File: src/rtl/flash_sample_reader.sv
// flash_sample_reader: sequential Avalon-MM flash word reader emitting two 16-bit samples per word.
// Define FLASH_SAMPLE_SCALE_EN to arithmetic-shift each sample right by 6.
module flash_sample_reader #(
    parameter int NUM_WORDS = 2097152,
    parameter int ADDR_W    = 23
) (
    input  logic              clk,
    input  logic              rst,
    input  logic              en,
    output logic              flash_mem_read,
    output logic [ADDR_W-1:0] flash_mem_address,
    output logic              flash_mem_write,
    output logic [6:0]        flash_mem_burstcount,
    output logic [3:0]        flash_mem_byteenable,
    output logic [31:0]       flash_mem_writedata,
    input  logic              flash_mem_waitrequest,
    input  logic [31:0]       flash_mem_readdata,
    input  logic              flash_mem_readdatavalid,
    output logic [15:0]       sample,
    output logic              sample_valid,
    input  logic              sample_ready,
    output logic              wrapped,
    output logic              busy
);
    typedef enum logic [2:0] {IDLE, REQ, WAIT_DATA, OUT_LO, OUT_HI} state_t;
    localparam logic [ADDR_W-1:0] LAST_ADDR = ADDR_W'(NUM_WORDS - 1);

    state_t            state_q, state_d;
    logic [ADDR_W-1:0] addr_q, addr_d;
    logic [31:0]       word_q, word_d;
    logic [15:0]       sample_q, sample_d;
    logic              read_q, read_d;
    logic              valid_q, valid_d;
    logic              wrapped_q, wrapped_d;
    logic              busy_q, busy_d;

    function automatic logic [15:0] scale(input logic [15:0] h);
`ifdef FLASH_SAMPLE_SCALE_EN
        return 16'($signed(h) >>> 6);
`else
        return h;
`endif
    endfunction

    always_comb begin
        state_d   = state_q;
        addr_d    = addr_q;
        word_d    = word_q;
        wrapped_d = 1'b0;
        case (state_q)
            IDLE:      state_d = en ? REQ : IDLE;
            REQ:       state_d = flash_mem_waitrequest ? REQ : WAIT_DATA;
            WAIT_DATA: begin
                word_d  = flash_mem_readdatavalid ? flash_mem_readdata : word_q;
                state_d = flash_mem_readdatavalid ? OUT_LO : WAIT_DATA;
            end
            OUT_LO:    state_d = sample_ready ? OUT_HI : OUT_LO;
            OUT_HI: begin
                if (sample_ready) begin
                    wrapped_d = addr_q == LAST_ADDR;
                    addr_d    = wrapped_d ? '0 : addr_q + ADDR_W'(1);
                    state_d   = en ? REQ : IDLE;
                end
            end
            default:   state_d = IDLE;
        endcase
        // Outputs are decoded from the next state so they appear registered with the state.
        read_d   = state_d == REQ;
        valid_d  = (state_d == OUT_LO) || (state_d == OUT_HI);
        busy_d   = state_d != IDLE;
        sample_d = scale(state_d == OUT_HI ? word_d[31:16] : word_d[15:0]);
    end

    always_ff @(posedge clk) begin
        if (rst) begin
            state_q   <= IDLE;
            addr_q    <= '0;
            word_q    <= '0;
            sample_q  <= '0;
            read_q    <= 1'b0;
            valid_q   <= 1'b0;
            wrapped_q <= 1'b0;
            busy_q    <= 1'b0;
        end else begin
            state_q   <= state_d;
            addr_q    <= addr_d;
            word_q    <= word_d;
            sample_q  <= sample_d;
            read_q    <= read_d;
            valid_q   <= valid_d;
            wrapped_q <= wrapped_d;
            busy_q    <= busy_d;
        end
    end

    assign flash_mem_read       = read_q;
    assign flash_mem_address    = addr_q;
    assign flash_mem_write      = 1'b0;
    assign flash_mem_burstcount = 7'd1;
    assign flash_mem_byteenable = 4'hF;
    assign flash_mem_writedata  = 32'h0;
    assign sample               = sample_q;
    assign sample_valid         = valid_q;
    assign wrapped              = wrapped_q;
    assign busy                 = busy_q;
endmodule

File: config.mk
export PLATFORM = sky130hd
export DESIGN_NAME = flash_sample_reader
export DESIGN_NICKNAME = d
export VERILOG_FILES = /design/src/rtl/flash_sample_reader.sv
export SDC_FILE = /design/constraint.sdc
export NUM_CORES = 1
export LEC_CHECK = 0
export ABC_AREA = 1
export ABC_CLOCK_PERIOD_IN_PS = 1380
export CAP_MARGIN = 10
export CORE_MARGIN = 2
export CORE_UTILIZATION = 35
export DETAILED_ROUTE_END_ITERATION = 7
export GPL_TIMING_DRIVEN = 1
export PLACE_DENSITY_LB_ADDON = 0.1
export SLEW_MARGIN = 20
export SYNTH_ARGS = -nofsm -noshare
export SYNTH_HDL_FRONTEND = slang
export SYNTH_SLANG_ARGS = --single-unit
File: constraint.sdc
create_clock -name clk -period 1.38 [get_ports clk]
set_input_delay 0.138 -clock clk [delete_from_list [all_inputs] [get_ports clk]]
set_output_delay 0.138 -clock clk [all_outputs]
set_load 0.02 [all_outputs]
Word level (Yosys, flattened, before mapping). Index checks and enable logic that the tools add are counted.

$add $sub $neg: 1. Equal/unequal tests: 8. Muxes and demuxes: 10. Bitwise operators: 2. Reductions and logical operators: 5.

Operators by type and width (number): 32-bit two-way mux (2); 23-bit by 1-bit adder with 23-bit output, second input constant (1); 23-bit by 21-bit == test with 1-bit output, second input constant (1); 23-bit two-way mux (1); 16-bit two-way mux (1); 3-bit one-hot mux with 5 select lines (1); 3-bit by 2-bit == test with 1-bit output, second input constant (3); 3-bit by 1-bit == test with 1-bit output, second input constant (2); 3-bit == test, second input constant (2); 3-bit two-way mux (2); 3-bit logical NOT (1); 3-bit nonzero test (1); 3-bit OR reduction (1); 1-bit two-way mux (2); 2-bit two-way mux (1); 1-bit NOT (2); 2-bit AND reduction (1); 1-bit logical OR (1).

Bits in registers: 78. Bits of input ports: 38. Word-level logic and storage cells: 34.

Longest topological paths before layout. Gate-level depths: netlist of run 1.

Depth in word-level cells: 5. Gate-level depth with buffers: 10. Gate-level depth less buffers: 10.

Least setup slack after synthesis of run 1. Ideal clock, no wire load.

Kind: reg-to-reg. From: register addr_q[1] (netlist: flash_mem_address[1]). To: register addr_q[11] (netlist: flash_mem_address[11]). Setup time: 0.119 ns. Data arrival time: 1.479 ns. Required time: 1.261 ns. Path slack: -0.218 ns. Cell stages (with the launch flop): 9. Path buffers: 0. Period minus slack after synthesis: 1.598 ns. Path through: dfxtp_1 > ha_1 > nand3_1 > inv_1 > nand2_1 > nor3_1 > nand4_1 > nand2_2 > nor2_1.

Word-level cells in the longest chain between the ends: 2. Elaborated cells between the ends (all ways): 3. Classes of those cells: 1 x add/sub; 1 x eq/ne; 1 x mux.

RTL lines: start: declaration (line 29) `logic [ADDR_W-1:0] addr_q, addr_d;`; start signal: assignment (line 86) `addr_q <= addr_d;`; 23-bit by 1-bit adder with 23-bit output / 23-bit by 21-bit == test with 1-bit output (equally long branches) (line 61, 60); 23-bit two-way mux * (line 61) `addr_d = wrapped_d ? '0 : addr_q + ADDR_W'(1);`.

Mark *: on every way between the ends. The rest lies on a longest branch, timed or not. A chain may end at the register's enable or synchronous reset.

Final worst setup path of run 1.
From: register addr_q[0] (netlist: flash_mem_address[0]). To: register wrapped_q (netlist: wrapped).

Word-level cells in the longest chain between the ends: 1.

RTL lines: 23-bit by 21-bit == test with 1-bit output (line 60) `wrapped_d = addr_q == LAST_ADDR;`; end signal: assignment (line 91) `wrapped_q <= wrapped_d;`; end: declaration (line 34) `logic wrapped_q, wrapped_d;`.

Every way passes these cells.

==> results.md, run 1 <==
- The run finished, with violations left.
- The checks that failed: setup timing.
- The area growth from synthesis to layout is 46.5%.
- The die area is 0.0116 mm².
- Net switching is 28.1% of the power.
- Synthesis produced ~530 cells.
- The total leakage power is around 2.5 nW.
- Along the worst hold path, the cell count comes to 3.
- Setup violations remaining at the end of the flow were counted as 21.
- Summing all placed instances gives a cell area of approximately 0.0049 mm².
- The biggest area contributor in the post-synthesis netlist is sky130_fd_sc_hd__dfxtp_1.
- Cells fill a little over half of the core in the end.
- The final critical path takes up 104% of the cycle.
- In the routed layout, each cell is associated on average with a via count of ~4.4.
- After the flow finishes, the layout carries non-filler instances totaling approximately 800.
- The most used flip-flop cell after synthesis is sky130_fd_sc_hd__dfxtp_1.
- Across every metal layer, demand over resource in global routing totals between 10% and 20%.
- For the worst-skew pair, the clock arrives at the later sink with an insertion delay of around 0.35 ns.
- STA classifies the critical path endpoint as a register.
- The number of clock buffers added by TritonCTS is 9.
- The post-layout net count is about 700.
- The share of async-settable or async-resettable flops after synthesis is 0%.
- The area inside the core boundary is 0.0104 mm².
- Registers are responsible for about 50% of the overall power.
- The area of combinational cells with multiple inputs is approximately 0.0019 mm².
- The final global-route overflow total is 0.
- The post-detailed-placement half-perimeter wirelength is around 6500 µm.
- STA puts the critical path data required time at roughly 1.7 ns.
- The routed wire length per instance is around 12 µm.
- The maximum fanout encountered on the critical timing path is 3.
- The die is about 110 µm tall.
- The overall routed net length is roughly 9800 µm.
- The highest clock rate is 694 MHz.
- The count of filler cells inserted in the layout is 1065.
- The maximum buffer depth of the clock tree is 2.
- The setup path with the least slack is of type register to register.
- The final non-filler cell area is 0.00550 mm².
- The total via count in the routed design is approximately 3500.
- After clock tree synthesis, the clock-pin slew on the worst setup and hold paths is roughly 0.080 ns.
- Routability-driven placement finished with a final weighted congestion of 0.829.
- The worst clock skew is ~0.013 ns.
- The number of port buffers is 80.
- The first-iteration detailed-routing DRC count is 160.
- The via count of the first global-routing pass is 3311.
- The library cells used most frequently in the layout, excluding fill and tap cells, are sky130_fd_sc_hd__nor2_1, sky130_fd_sc_hd__nand2_1, sky130_fd_sc_hd__inv_1.
- The number of failing hold endpoints at the final stage was 0.
- After detailed routing, the number of remaining DRC violations is 0.
- The number of antenna violations at the first check in global routing came to 0.
- The path category of the worst min-delay check is input port to register.
- The logic depth of the worst register-to-register path is 9.
- The design draws around 4.5 mW.
- After synthesis the cells add up to 0.00375 mm².
- The clock sink count is 78.
- The H-tree was split into 3 levels.
- The fraction of power consumed by combinational cells is approximately 14%.
- The worst-case IR drop observed on VDD is approximately 0.00041 V.
- The starting utilization of the core area is a little over a third.
- The first TritonRoute pass finished after 4 iterations.
- The layout cell share with drive strength beyond 1 is between 20% and 30%.
- The tool flagged a number of max-cap violations equal to 0.
- The count of inserted antenna diode cells is 0.
- TritonCTS built the clock tree.
- Across all register-to-register paths, the minimum setup slack is -0.06 ns.
- For hold timing, the worst endpoint is flash_mem_read.
- Counting tap cells, the placed design contains a total of about 780 instances.
- Sequential elements use between 40% and 50% of the synthesized area.
- Hold is met by 0.232 ns.
- In this run the clock root is driven by a sky130_fd_sc_hd__clkbuf_8.
- The number of enable flip-flop cells after synthesis is 0.
- The reg-to-reg critical path endpoint is wrapped.
- The Yosys step of the flow raised 0 warnings.
- The clock network accounts for between 30% and 40% of the total power.
- The flip-flop and latch count after synthesis is 78.
- Sorting the synthesized cells by area gives the leading types as sky130_fd_sc_hd__dfxtp_1, sky130_fd_sc_hd__nor2_1, sky130_fd_sc_hd__buf_4, sky130_fd_sc_hd__nand2_1, sky130_fd_sc_hd__inv_1.
- Data on the critical path arrives at its endpoint at 1.73 ns.
- The analysis attributes to net switching a power of about 1.3 mW.
- The library cell used most frequently in the layout, excluding fill and tap cells, is sky130_fd_sc_hd__nor2_1.
- The sum of negative setup slack is -0.500 ns.
- Entering global routing, the biggest net connects 50 pins.
- Summing all flip-flop and latch instances after layout gives roughly 0.0016 mm².
- A synthesized cell averages approximately 7 µm².
- The final critical-path required period is approximately 1.4 ns.
- The count of nets left with antenna violations after detail routing is 0.
- For this design, the CTS-stage hold fixing added 0 buffers.
- The global-route wire length before repair is between 15000 and 20000 µm.
- The pre-CTS worst setup slack is -0.273 ns.
- Synthesis instantiated 33 different standard cells from the library.
- The synthesized design devotes to its leading area cell type approximately two fifths of total area.
- The kind of start point of the critical path is a register.
- The total power density per cell area is roughly 830 mW/mm².
- Setup repair after global routing could not meet its margin everywhere.
- In this run the most critical hold path is launched from rst.
- The count of standard-cell rows is 37.
- Internal power comes to approximately 3.3 mW.
- The worst register-to-register path begins at flash_mem_address[0].
- The overall die width is about 110 µm.
- The final worst slack is -0.0610 ns.
- The number of ports placed on the die boundary is ~130.
- The final max-slew violation count is 0.
==> sequential cells by signal (all words and copies together) (netlist names) <==
| register | count |
|---|---|
| wrapped | 1 |
| flash_mem_read | 1 |
| sample_valid | 1 |
| state_q | 3 |
| busy | 1 |
| word_q | 32 |
| sample | 16 |
| flash_mem_address | 23 |
==> power groups by stage <==
stage | combinational (mW) | sequential, mW | clock, mW
detailed placement | 0.587 | 2.38 | 0
global route | 0.696 | 2.33 | 1.73
CTS | 0.589 | 2.32 | 1.63
global placement | 0.588 | 2.38 | 0
floorplan | 0.390 | 2.41 | 0
finish | 0.638 | 2.32 | 1.59
==> area by class of cell <==
cell class                 instances  share of cell area (%)
clock buffer                      11                    2.57
clock inverter                     5                   0.592
inverter                          74                    5.42
multi-input combinational        360                    35.2
sequential                        78                    28.9
tap                              136                    3.09
timing repair buffer             137                    24.2
==> per-layer routing <==
metal,routed length (µm),GRT usage [%],share of wire (%)
met2,4830,28.0,49
met1,4320,21.1,44
met5,0,0,0
met4,203,7.33,2.1
met3,493,3.69,5.0
==> worst max path at each step <==
stage,cells after the start,endpoint,slack [ns],startpoint
2_1_floorplan,7,flash_mem_address[11],0.01,flash_mem_address[12]
3_3_place_gp,10,flash_mem_address[22],-0.26,sample_ready
3_5_place_dp,10,flash_mem_address[22],-0.27,sample_ready
4_1_cts,9,flash_mem_address[22],-0.05,state_q[1]
5_1_grt,9,wrapped,-0.14,flash_mem_address[0]
6_report,9,wrapped,-0.06,flash_mem_address[0]
==> timing repair <==
action                                  in CTS  in global routing
pin swaps                                   12                 11
buffers inserted                             5                  0
gates cloned                                 2                  3
endpoints found under the hold margin        0                  0
resized for setup                           67                 76
endpoints found under the setup margin      71                 55
==> worst max-delay path: stages, from the launching register on <==
cell and delay [ns]:
sky130_fd_sc_hd__dfxtp_4 0.37, sky130_fd_sc_hd__ha_4 0.15, sky130_fd_sc_hd__nand3_4 0.10, sky130_fd_sc_hd__inv_4 0.09, sky130_fd_sc_hd__nand2_4 0.05, sky130_fd_sc_hd__nor3_4 0.12
sky130_fd_sc_hd__nand4_1 0.13, sky130_fd_sc_hd__buf_6 0.17, sky130_fd_sc_hd__buf_6 0.12, sky130_fd_sc_hd__nor2_4 0.09
==> Yosys cell counts (6+ instances only) <==
cell type                  count
sky130_fd_sc_hd__nor3_1       19
sky130_fd_sc_hd__nand2_1      87
sky130_fd_sc_hd__nand4_1      10
sky130_fd_sc_hd__dfxtp_1      78
sky130_fd_sc_hd__o21ai_1      16
sky130_fd_sc_hd__nand3_1      20
sky130_fd_sc_hd__nor2_1      105
sky130_fd_sc_hd__o21ai_0      20
sky130_fd_sc_hd__buf_4        44
sky130_fd_sc_hd__inv_1        68
sky130_fd_sc_hd__clkbuf_1      6
sky130_fd_sc_hd__a21oi_1       6
==> logic make-up after synthesis <==
kind of cell / after synthesis / synth area share (%)
flip-flops: 78 / 41.6
buffers and inverters: 132 / 18.7
other: 2 / 0.200
adder cells (fa/ha/maj): 1 / 0.333
AO/OA/AOI/OAI: 53 / 8.00
AND/OR/NAND/NOR: 254 / 29.5
XOR/XNOR: 7 / 1.63
(Power assumes the default switching activity.)
==> inputs of run 2 (changes only) <==
- SLEW_MARGIN: 20 -> 30
==> results of run 2 <==
No change in the layout: final DEF, timing and power equal those of run 1.
==> inputs of run 3 (changes only) <==
- ABC_AREA: 1 -> default
- CTS_CLUSTER_DIAMETER: default -> 120
==> results.md, run 3 <==
- The number of buffers inserted during clock tree synthesis is 9 (unchanged).
- The portion of total power attributed to the clock network is 38.0% (+3.1 points).
- The first-iteration detailed-routing DRC count is 113 (-29%).
- The cell family contributing the most delay on the critical path is simple AND/OR/NAND/NOR gates.
- The commonest cells after synthesis are sky130_fd_sc_hd__dfxtp_1, sky130_fd_sc_hd__nand2_1, sky130_fd_sc_hd__a21oi_1, sky130_fd_sc_hd__buf_4, sky130_fd_sc_hd__nor2_1.
- Setup repair after global routing could not meet its margin everywhere.
- The share of async-settable or async-resettable flops after synthesis is 0% (unchanged).
- The post-synthesis cell count came to 437 (-17%).
- The total track usage was 16.9% (-0.045 points).
- The clock-pin transition on the worst setup and hold timing paths was 0.09 ns (about the same).
- The die area was 0.0113 mm² (-2.2%).
- The placed instance area is 0.00491 mm² (-0.25%).
- The worst supply voltage drop on vdd is 0.000443 V (+7.6%).
- The maximum fanout encountered on the critical timing path is 4 (+1).
- The worst setup path is captured at a register.
- The number of antenna violations at the first check in global routing is 0 (unchanged).
- The sum of negative setup slack is -5.45 ns (-4.95 ns).
- The count of standard-cell rows is 37 (unchanged).
- The area inside the core boundary is 0.0102 mm² (-1.3%).
- The register area share after synthesis was 42.6% (+0.95 points).
- The number of warnings reported in the yosys synthesis log is 0 (unchanged).
- The highest clock rate was 637 MHz (-8.2%).
- The min-delay analysis places its worst path in the category input port to register.
- The final critical-path required period is 1.57 ns (+0.129 ns).
- The count of different cell masters after synthesis is 47 (+42%).
- The number of buffer and inverter instances along the worst setup path is 2 (-1).
- The biggest cell delay along the critical path is 0.38 ns (about the same).
- The total via count in the routed design is 3398 (-4.1%).
- The flip-flop count of the largest register after layout was 32 (unchanged).
- The global-route wire length before repair is 15400 µm (-0.31%).
- The layout cell share with drive strength beyond 1 came to 30.8% (+6.5 points).
- More flip-flops sit in one register than any other, and that register is word_q.
- In this run the most critical hold path is launched from rst.
- The most frequently used cell type in the post-synthesis netlist is sky130_fd_sc_hd__dfxtp_1.
- The run finished, with violations left.
- The flip-flop and latch count after synthesis is 78 (unchanged).
- The final reports fail on setup timing.
- The worst setup path startpoint is state_q[1].
- The starting utilization of the core area is 35.9% (-0.33 points).
- The H-tree depth is 3 (unchanged).
- The fraction of power consumed by combinational cells is 12.9% (-1.1 points).
- The later-pin clock latency in the skew report is 0.35 ns (about the same).
- The flip-flop cell with the highest count after synthesis is sky130_fd_sc_hd__dfxtp_1.
- The final max-slew violation count is 0 (unchanged).
- The number of port buffers is 80 (unchanged).
- The fraction of power spent switching nets is 27.4% (-0.78 points).
- The number of failing hold endpoints at the final stage is 0 (unchanged).
- The overall die width is 106 µm (-1.1%).
- The first-pass iteration count of the detailed router is 5 (+1).
- The cell area after synthesis is 0.00367 mm² (-2.2%).
- The cell-internal power is 3.42 mW (+4.5%).
- The worst clock skew is 0.00860 ns (-0.00414 ns).
- Traced cell by cell, the critical path runs through and4bb_4 > buf_12 > nand4_4 > o21bai_4 > buf_6 > nor2_2.
- The kind of start point of the critical path is a register.
- The proportion of power drawn by flip-flops and latches is 49.1% (-2.0 points).
- Among all stages on the critical path, the largest delay is contributed by sky130_fd_sc_hd__and4bb_4.
- The area growth from synthesis to layout is 52.9%.
- The mean cell area of the mapped netlist is 8.40 µm² (+18%).
- The height of the die is 106 µm (-1.1%).
- The remaining design rule violation count is 0 (unchanged).
- The top cell types in the final layout, fill and taps aside, are sky130_fd_sc_hd__nand2_1, sky130_fd_sc_hd__buf_4, sky130_fd_sc_hd__dfxtp_1.
- Yosys attributes the largest share of cell area to sky130_fd_sc_hd__dfxtp_1, sky130_fd_sc_hd__buf_4, sky130_fd_sc_hd__nand2_1, sky130_fd_sc_hd__a21oi_1, sky130_fd_sc_hd__mux2i_1.
- The area of combinational cells with multiple inputs came to 0.00207 mm² (+7.0%).
- The max-capacitance violation count is 0 (unchanged).
- The area taken by flip-flops and latches came to 0.00162 mm² (+1.8%).
- The total leakage power is 2.42 nW (-2.4%).
- The data arrival time of the critical path is 1.82 ns (+0.09 ns).
- The final worst-path cycle share is 114% (+9.3 points).
- The final global-route overflow total was 0 (unchanged).
- The count of filler cells inserted in the layout is 978 (-8.2%).
- The clock sink count is 78 (unchanged).
- The final non-filler cell area is 0.00561 mm² (+2.1%).
- The global placer's final weighted congestion is 0.815 (-1.7%).
- The number of ports placed on the die boundary is 125 (unchanged).
- The count of nets left with antenna violations after detail routing was 0 (unchanged).
- The clock tree from TritonCTS is built.
- The data required time at the worst endpoint is 1.63 ns (-0.04 ns).
- The start-to-end type of the worst setup path is register to register.
- The maximum buffer depth of the clock tree is 2 (unchanged).
- The number of buffers inserted for hold repair after clock tree synthesis is 0 (unchanged).
- The post-layout net count is 618 (-12%).
- The via count of the first global-routing pass is 3208 (-3.1%).
- The top-area cell type share of the netlist area is 42.6% (+0.95 points).
- The library cell used most frequently in the layout, excluding fill and tap cells, is sky130_fd_sc_hd__nand2_1.
- The post-detailed-placement half-perimeter wirelength is 6310 µm (-3.6%).
- The total power density per cell area is 838 mW/mm² (+1.3%).
- The number of enable flip-flop cells after synthesis came to 0 (unchanged).
- The largest net degree at the start of global routing is 46 (-8.0%).
- The largest total area in the synthesized netlist belongs to sky130_fd_sc_hd__dfxtp_1.
- The final worst slack came to -0.190 ns (-0.129 ns).
- The master cell of the clock root buffer is sky130_fd_sc_hd__clkbuf_8.
- The count of inserted antenna diode cells was 0 (unchanged).
- The number of endpoints failing setup at the final stage came to 60 (+190%).
- The detailed-route vias per instance is 4.72 (+6.7%).
- The overall routed net length is 9590 µm (-2.6%).
- The routed wire length per instance is 13.3 µm (+8.3%).
- The startpoint identified for the worst register-to-register timing path is state_q[1].
- The switching power was 1.29 mW (+0.51%).
==> run 3: cell count changes after synthesis, moves of 16 or more <==
cell | before | now
sky130_fd_sc_hd__nor2_1 | 105 | 30
sky130_fd_sc_hd__nand2_1 | 87 | 70
sky130_fd_sc_hd__a21oi_1 | 6 | 47
sky130_fd_sc_hd__o21ai_1 | 16 | 0
sky130_fd_sc_hd__inv_1 | 68 | 7
sky130_fd_sc_hd__a211oi_1 | 0 | 18
sky130_fd_sc_hd__mux2i_1 | 0 | 17
==> run 3: final timing paths <==
check                         end  slack, ns  cells past startpoint
min reg2reg            word_q[14]       0.46                      2
max reg2reg  flash_mem_address[2]      -0.19                      6
min                    state_q[0]       0.21                      2
max          flash_mem_address[2]      -0.19                      6
==> run 3: final cells by class <==
type,count,area share [%]
sequential,78,28.8
clock buffer,9,2.21
tap,136,3.03
inverter,7,0.468
clock inverter,7,1.45
multi-input combinational,323,36.9
timing repair buffer,160,27.1
==> run 3: power by group through the flow <==
stage | logic [mW] | clock network (mW) | registers [mW]
after floorplan | 0.356 | 0 | 2.40
after global placement | 0.541 | 0 | 2.37
after detailed placement | 0.545 | 0 | 2.37
after CTS | 0.591 | 1.85 | 2.31
after global routing | 0.654 | 1.95 | 2.32
final | 0.607 | 1.79 | 2.31
==> run 3: layer usage <==
metal / vias to the layer above / part of all wire [%] / global-route usage [%]
met5: - / 0 / 0
met4: 0 / 1.4 / 6.48
met3: 11 / 4.9 / 2.88
met2: 101 / 48 / 27.9
met1: 1581 / 46 / 21.9
li1: 1705 / - / -
==> run 3: cells by family (layout without fill, tap and decap cells) <==
kind of cell / Yosys count / in the layout / synth area share (%)
xor gates and xnor gates: 8 / 8 / 1.91
AOI/OAI and AO/OA: 88 / 88 / 15.0
adders and majority gates: 1 / 1 / 0.341
muxes: 17 / 17 / 4.64
other: 2 / 44 / 0.205
and+or+nand+nor: 164 / 165 / 22.0
buffers and inverters: 79 / 183 / 13.4
DFF: 78 / 78 / 42.6
==> run 3: through the flow <==
stage                     hold WS (ns)  cells  utilization, %  setup WS, ns  power, mW
after floorplan                  0.274    479               -        -0.156       2.75
after global placement           0.441    679            48.0        -0.713       2.91
after detailed placement         0.449    679            48.0        -0.765       2.91
after CTS                        0.171    714            52.6        -0.140       4.75
after global routing             0.217    720            54.9        -0.227       4.92
final                            0.207    720            54.9        -0.190       4.70
==> run 3: timing repair <==
action,CTS,global route
resized for setup,79,43
buffers inserted,17,7
endpoints found under the setup margin,119,78
cloned,2,0
pin swaps,35,23
